--- config.mk ---
export PLATFORM = sky130hd
export DESIGN_NAME = float_mac_acc
export DESIGN_NICKNAME = d
export VERILOG_FILES = /design/src/rtl/float_mac_acc.sv
export SDC_FILE = /design/constraint.sdc
export NUM_CORES = 2
export LEC_CHECK = 0
export CAP_MARGIN = 20
export CORE_AREA = 2 2 245 247
export CTS_CLUSTER_DIAMETER = 30
export DETAILED_ROUTE_END_ITERATION = 7
export DIE_AREA = 0 0 247 249
export PLACE_DENSITY = 0.83
export SYNTH_ARGS = -nofsm -noshare
export SYNTH_HDL_FRONTEND = slang
export SYNTH_HIERARCHICAL = 1
export SYNTH_SLANG_ARGS = --single-unit
export TNS_END_PERCENT = 30
--- constraint.sdc ---
create_clock -name clk -period 18.4 [get_ports clk]
set_input_delay 3.68 -clock clk [delete_from_list [all_inputs] [get_ports clk]]
set_output_delay 3.68 -clock clk [all_outputs]
set_load 0.05 [all_outputs]
--- src/rtl/float_mac_acc.sv ---
// float_mac_acc: serial float multiply-accumulate, LEN products per result.
// Define FLOAT_MAC_BIAS_EN to add a bias port preloaded into the accumulator.

module floatMult (
   input  logic [31:0] floatA,
   input  logic [31:0] floatB,
   output logic [31:0] product
);
   logic              sgn;
   logic [47:0]       ma;
   logic [47:0]       mb;
   logic [47:0]       p;
   logic signed [9:0] e;
   logic [23:0]       m;
   logic              g;
   logic              st;
   logic [24:0]       r;

   always_comb begin
      sgn = floatA[31] ^ floatB[31];
      ma  = {24'd0, 1'b1, floatA[22:0]};
      mb  = {24'd0, 1'b1, floatB[22:0]};
      p   = ma * mb;
      e   = $signed({2'b00, floatA[30:23]})
          + $signed({2'b00, floatB[30:23]})
          - 10'sd127;
      if (p[47]) begin
         m  = p[47:24];
         g  = p[23];
         st = |p[22:0];
         e  = e + 10'sd1;
      end else begin
         m  = p[46:23];
         g  = p[22];
         st = |p[21:0];
      end
      // round to nearest, ties to even
      r = {1'b0, m} + {24'd0, g & (st | m[0])};
      if (r[24])
         e = e + 10'sd1;
      if (floatA[30:23] == 8'd0 || floatB[30:23] == 8'd0)
         product = 32'h0;
      else if (e >= 10'sd255)
         product = {sgn, 8'hff, 23'd0};
      else if (e <= 10'sd0)
         product = 32'h0;
      else if (r[24])
         product = {sgn, e[7:0], r[23:1]};
      else
         product = {sgn, e[7:0], r[22:0]};
   end
endmodule

module floatAdd (
   input  logic [31:0] floatA,
   input  logic [31:0] floatB,
   output logic [31:0] sum
);
   logic [31:0]       big;
   logic [31:0]       sml;
   logic [7:0]        diff;
   logic [26:0]       bm;
   logic [26:0]       sm;
   logic [26:0]       sh;
   logic [26:0]       mask;
   logic [27:0]       raw;
   logic [26:0]       nrm;
   logic [4:0]        lz;
   logic              found;
   logic signed [9:0] e;
   logic [24:0]       r;

   always_comb begin
      if (floatB[30:0] > floatA[30:0]) begin
         big = floatB;
         sml = floatA;
      end else begin
         big = floatA;
         sml = floatB;
      end
      diff = big[30:23] - sml[30:23];
      bm   = {1'b1, big[22:0], 3'b000};
      sm   = {1'b1, sml[22:0], 3'b000};
      if (diff >= 8'd27) begin
         sh   = 27'd0;
         mask = {27{1'b1}};
      end else begin
         sh   = sm >> diff;
         mask = (27'd1 << diff) - 27'd1;
      end
      // bits shifted out collapse into the sticky bit
      sh[0] = sh[0] | (|(sm & mask));
      if (big[31] == sml[31])
         raw = {1'b0, bm} + {1'b0, sh};
      else
         raw = {1'b0, bm} - {1'b0, sh};
      e     = $signed({2'b00, big[30:23]});
      lz    = 5'd0;
      found = 1'b0;
      for (int i = 26; i >= 0; i--) begin
         if (!found && raw[i]) begin
            lz    = 5'(26 - i);
            found = 1'b1;
         end
      end
      if (raw[27]) begin
         nrm = {raw[27:2], raw[1] | raw[0]};
         e   = e + 10'sd1;
      end else begin
         nrm = raw[26:0] << lz;
         e   = e - $signed({5'd0, lz});
      end
      r = {1'b0, nrm[26:3]}
        + {24'd0, nrm[2] & (nrm[1] | nrm[0] | nrm[3])};
      if (r[24])
         e = e + 10'sd1;
      if (sml[30:23] == 8'd0)
         sum = (big[30:23] == 8'd0) ? 32'h0 : big;
      else if (raw == 28'd0)
         sum = 32'h0;
      else if (e >= 10'sd255)
         sum = {big[31], 8'hff, 23'd0};
      else if (e <= 10'sd0)
         sum = 32'h0;
      else if (r[24])
         sum = {big[31], e[7:0], r[23:1]};
      else
         sum = {big[31], e[7:0], r[22:0]};
   end
endmodule

module float_mac_acc #(
   parameter int LEN = 9
) (
   input  logic        clk,
   input  logic        reset,
   input  logic        in_valid,
   output logic        in_ready,
   input  logic [31:0] floatA,
   input  logic [31:0] floatB,
`ifdef FLOAT_MAC_BIAS_EN
   input  logic [31:0] bias,
`endif
   output logic        out_valid,
   input  logic        out_ready,
   output logic [31:0] result,
   output logic        busy
);
   typedef enum logic [1:0] {IDLE, ACCUM, DONE} state_t;

   localparam logic [7:0] LEN8 = 8'(LEN);

   state_t      state;
   logic [7:0]  count;
   logic [31:0] acc;
   logic [31:0] prod_reg;
   logic        prod_vld;
   logic [31:0] prod;
   logic [31:0] sum;
   logic        take;

   assign take   = in_valid & in_ready;
   assign result = acc;

   floatMult u_mult (
      .floatA (floatA),
      .floatB (floatB),
      .product(prod)
   );

   floatAdd u_add (
      .floatA(acc),
      .floatB(prod_reg),
      .sum   (sum)
   );

   always_ff @(posedge clk) begin
      if (reset) begin
         state     <= IDLE;
         count     <= 8'd0;
         acc       <= 32'h0;
         prod_reg  <= 32'h0;
         prod_vld  <= 1'b0;
         in_ready  <= 1'b1;
         out_valid <= 1'b0;
         busy      <= 1'b0;
      end else begin
         prod_vld <= take;
         if (take)
            prod_reg <= prod;
         if (prod_vld)
            acc <= sum;
         case (state)
            IDLE: begin
               if (take) begin
                  state    <= ACCUM;
                  count    <= 8'd1;
                  busy     <= 1'b1;
                  in_ready <= (8'd1 < LEN8);
`ifdef FLOAT_MAC_BIAS_EN
                  acc      <= bias;
`endif
               end
            end
            ACCUM: begin
               if (take) begin
                  count    <= count + 8'd1;
                  in_ready <= ((count + 8'd1) < LEN8);
               end
               // last product has drained into acc
               if (count == LEN8 && !prod_vld) begin
                  state     <= DONE;
                  out_valid <= 1'b1;
               end
            end
            DONE: begin
               if (out_ready) begin
                  state     <= IDLE;
                  count     <= 8'd0;
                  acc       <= 32'h0;
                  in_ready  <= 1'b1;
                  out_valid <= 1'b0;
                  busy      <= 1'b0;
               end
            end
            default: state <= IDLE;
         endcase
      end
   end
endmodule

Word-level counts from Yosys, hierarchy flattened
Index checks and enable logic that the tools add are counted.

Multipliers: 1. Mux-type cells: 94. Bitwise gates (word level): 10. Shift operators: 3. Reductions and logical operators: 71. Add/sub/neg operators: 14. Magnitude comparators: 7. Eq/ne operators: 8.

Operators by type and width (count): 2-to-1 mux 32 bit (13); 2-to-1 mux 27 bit (3); 2-to-1 mux 5 bit (11); adder 24 x 1 -> 25 bit (2); multiplier 24 x 24 -> 48 bit (1); 2-to-1 mux 23 bit (2); 2-to-1 mux 10 bit (4); 2-to-1 mux 1 bit (34); zero test 8 bit (4); 2-to-1 mux 4 bit (8); greater-than comparator 31 bit (1); adder 10 x 2 -> 10 bit, second input constant (3); adder 27 x 27 -> 28 bit (1); zero test 28 bit (1); 2-to-1 mux 28 bit (1); subtractor 27 x 27 -> 28 bit (1); bitwise AND 27 bit (1); logical AND 1 bit (27); zero test 1 bit (27); OR reduction 27 bit (1); left shift 1 x 8 -> 27 bit, first input constant (1); left shift 27 x 5 -> 27 bit (1); >> shifter 27 x 8 -> 27 bit (1); subtractor 27 x 1 -> 27 bit, second input constant (1); 34 further kinds (58).

Output and inout bits: 35. Register bits: 78. Input port bits: 68. Word-level logic and storage cells: 216.

Depth between registers and ports, before layout
Depth after elaboration: 105. Depth in mapped cells: 75. Depth with buffers taken out: 62.

Hierarchy
The synthesis kept the hierarchy.

Modules (own cells, without submodules): floatMult (seq. area each 0.0 um2, cells each 2702, times used 1, area each 22333.9 um2); floatAdd (seq. area each 0.0 um2, cells each 1937, times used 1, area each 12603.3 um2); float_mac_acc (seq. area each 1561.5 um2, cells each 356, times used 1, area each 3085.5 um2).

Worst setup path before layout
No wires, ideal clock.

Kind: flip-flop to flip-flop. Start: register acc[25] (netlist: result[25]). End: register acc[17] (netlist: result[17]). Clock period less this slack: 14.510 ns. Path buffers: 15. Library setup time: 0.066 ns. Cell stages (with the launch flop): 70. Data required time: 18.334 ns. Data arrival time: 14.444 ns. Setup slack: 3.890 ns. Cell sequence: dfxtp_1 inv_1 ha_1 buf_4 nand2_2 or4_4 nor3_1 o41a_2 a21o_4 buf_6 buf_4 buf_2 buf_1 buf_1 clkbuf_1 buf_1 mux2i_1 ha_1 [34 not listed] buf_1 ha_1 inv_1 fa_1 a21o_1 a21oi_1 xnor2_1 mux2i_1 nor3_1 and3_1 and2_1 and3_1 xnor2_1 o311ai_4 buf_6 o32ai_2 mux2i_1 nor2_1.

Word-level cells in the longest chain between the ends: 105. Elaborated cells on any way between the ends: 147. Those cells by class: add/sub: 8; order compare: 4; eq/ne: 1; shift: 3; mux: 69; bitwise: 6; reduce/logical: 56.

RTL lines: start: declaration (RTL line 155) `logic [31:0] acc;`; start signal: assignment (RTL line 192) `acc <= sum;`; greater-than comparator 31 bit (RTL line 74) `if (floatB[30:0] > floatA[30:0]) begin`; 2-to-1 mux 32 bit (RTL line 74); subtractor 8 bit (RTL line 81) `diff = big[30:23] - sml[30:23];`; left shift 1 x 8 -> 27 bit (RTL line 89) `mask = (27'd1 << diff) - 27'd1;`; subtractor 27 x 1 -> 27 bit (RTL line 89); 2-to-1 mux 27 bit (RTL line 84) `if (diff >= 8'd27) begin`; bitwise AND 27 bit (RTL line 92) `sh[0] = sh[0] | (|(sm & mask));`; OR reduction 27 bit (RTL line 92); [90 not listed]; 2-to-1 mux 32 bit (RTL line 123) `else if (e <= 10'sd0)`; 2-to-1 mux 32 bit (RTL line 121) `else if (e >= 10'sd255)`; 2-to-1 mux 32 bit (RTL line 119) `else if (raw == 28'd0)`; 2-to-1 mux 32 bit (*) (RTL line 117) `if (sml[30:23] == 8'd0)`; via sum[17] (RTL line 159) `logic [31:0] sum;`; 2-to-1 mux 32 bit (*) (RTL line 191) `if (prod_vld)`; 2-to-1 mux 32 bit (RTL line 217) `if (out_ready) begin`; 2-to-1 mux 32 bit (*) (RTL line 193) `case (state)`.

The timed path passes the listed nets; every way through them passes the cells marked *. A chain may end at the register's enable or synchronous reset.

Final worst setup path
Start: register acc[27] (netlist: result[27]). End: register acc[1] (netlist: result[1]).

The elaborated chain is that of the path after synthesis.

==> impl_metrics.yaml <==
worst_setup_path:
  crit_end: "result[1]"
  end_kind: "flop"
  crit_type: "flop to flop"
  r2r_start: "result[27]"
  slowest_stage: "o41ai_1"
  cpPeakStageDelay_ns: 0.73
  cp.arrival_ns: 16.86
  r2r_end: "result[1]"
  r2r_setup_slack_ns: 1.83
  crit_required_ns: 18.68
  startpoint: "result[27]"
  start_kind: "flop"
  reg2regPathDepth: 54
  critPathMaxFanout: 77
synthesis:
  synth.yosys.seq_area_share_pct: 4.11
  ys_ff_latch: 78
  ys.flop_type: "dfxtp_1"
  synth_edf_count: 0
  yosys.area.top_type_share_pct: 25.5
  synth_fp_nets: 5833
  ys_types: 136
  synth_top_area_cell: "fa_1"
  postSynthCellCount: 4995
  syn_area_um2: 38000
  synthesis.area_per_instance_um2: 7.61
  yosys-top-cells-area: "fa_1 26%, ha_1 9.4%, inv_1 7.2%"
  yosys_warnings: 6
  synth-async-reset-ratio_pct: 0
clock_tree:
  cts_buffers: 9
  cts_tree: "done"
  clk_path_buf_depth: 2
  clk_pin_slew_ns: 0.07
  post-cts-setup-buffer-count: 0
  clock_latency_ns: 0.35
  hold_buffers: 0
  cts_sinks: 78
  htreeDepth: 3
  post_cts_resized: 0
  cts-root-buf: "clkbuf_16"
sta:
  holdWs_ns: 0.484
  fmax_mhz: 60.3
  tns_ns: 0
  tightest_slew_ns: 1.16
  slew_violations: 0
  rsz0062_at_grt: "no"
  final-hold-violation-count: 0
  setup_viol: 0
  skew_ns: 0.0136
  fin_ws_ns: 1.83
  relSlewSlack_pct: 21.7
  fin_crit_sh_pct: 90.1
  period_minus_slack_ns: 16.57
routing:
  route.detailed.drc: 0
  drt_iter0_drc: 4703
  routed_via_density: 6.60
  ant_nets: 0
  num_vias: 37500
  drt-wirelength-per-cell_um: 22.3
  routed_wl_um: 127000
  dr.pass1.iters: 7
die:
  core_um2: 58700
  die_height_um: 249
  start_util_pct: 64.8
  dieArea_um2: 61500
  die_w_um: 247
  num_io_pins: 103
  fp-row-count: 89
final_layout:
  syn_to_final_growth_pct: 4.34
  final_cell_mix: "729 x inv_1, 666 x nand2_1, 485 x fa_1, 357 x nor2_1, 284 x ha_1"
  multiInputGateArea_um2: 32500
  layout_commonest_cell: "inv_1"
  drive_above_1_share_pct: 5.24
  final_nets: 5739
  antennaDiodeCount: 0
  regArea_um2: 1560
  finalNonFillerCells: 5679
  num-fill-cells: 4832
run_status:
  outcome: "finished clean"
global_route:
  grt_pass1_wl_um: 201000
  grt_max_degree: 84
  overflow: 0
  antenna_found_initial: 1
  grt_usage_pct: 41.1
  grt_pass1_vias: 36500
hold_path:
  hp-class: "flop to flop"
placement:
  portBuffers: 102
  dp_slack_ns: 2.51
  place_congestion: 1.07
  hpwl_um: 99300
  dp_cells: 5661
run:
  maxCapViolCount: 0
metal layers:
metal | GRT usage (%) | vias up | wire length (µm)
li1 | - | 16600 | -
met1 | 56.9 | 18000 | 49800
met2 | 62.1 | 2476 | 55000
met3 | 8.93 | 479 | 15500
met4 | 17.2 | 4 | 6410
met5 | 1.35 | - | 126
logic make-up after synthesis:
kind of cell	count (synthesis)	synth area share, %
AND/OR/NAND/NOR	1834	24.0
XOR/XNOR	141	3.29
AO/OA/AOI/OAI	1008	18.6
flip-flops	78	4.11
multiplexers	150	4.51
adder cells (fa/ha/maj)	770	34.9
buffers and inverters	1014	10.6
area by class of cell:
class                      instances  share of cell area, %
multi-input combinational       3903                   81.9
clock buffer                       9                  0.568
tap                              773                   2.44
timing repair buffer             174                   3.99
sequential                        78                   3.94
clock inverter                     7                  0.221
inverter                         735                   6.95
critical path: cells and delay by family, from the launching register on:
kind | cells | cell delay (ns)
and+or+nand+nor | 19 | 5.47
buffers and inverters | 5 | 1.00
DFF | 1 | 0.43
xor gates and xnor gates | 2 | 0.67
adders and majority gates | 4 | 1.43
AOI/OAI and AO/OA | 21 | 6.68
muxes | 3 | 0.74
stage by stage:
step / utilization, % / cell area [µm²]
after global placement: 67.0 / 39300
after detailed placement: 67.0 / 39300
after CTS: 67.5 / 39600
after floorplan: - / 38000
final: 67.6 / 39700
after global routing: 67.6 / 39700
worst min path at each step:
stage / end / slack, ns / from / cells after the start
floorplan: prod_reg[30] / 0.46 / prod_reg[30] / 2
global placement: busy / 0.47 / busy / 2
detailed placement: busy / 0.48 / busy / 2
CTS: busy / 0.49 / busy / 2
global route: out_valid / 0.52 / out_valid / 2
finish: busy / 0.48 / busy / 2
synthesized netlist by cell type, types with 44 or more instances:
| cell | count |
|---|---|
| nor3_1 | 109 |
| ha_1 | 285 |
| xor2_1 | 56 |
| a21oi_1 | 264 |
| nand3_1 | 87 |
| fa_1 | 485 |
| a21o_1 | 64 |
| nor2_1 | 357 |
| o211ai_1 | 44 |
| buf_2 | 44 |
| and2_1 | 271 |
| a211oi_1 | 57 |
| o21ai_0 | 165 |
| clkbuf_1 | 180 |
| inv_1 | 729 |
| xnor2_1 | 83 |
| nand4_1 | 70 |
| nand2_1 | 666 |
| mux2i_1 | 114 |
| dfxtp_1 | 78 |
Power is not shown: default switching activity piles up to over one toggle a cycle in this logic, so the estimate is an artifact.
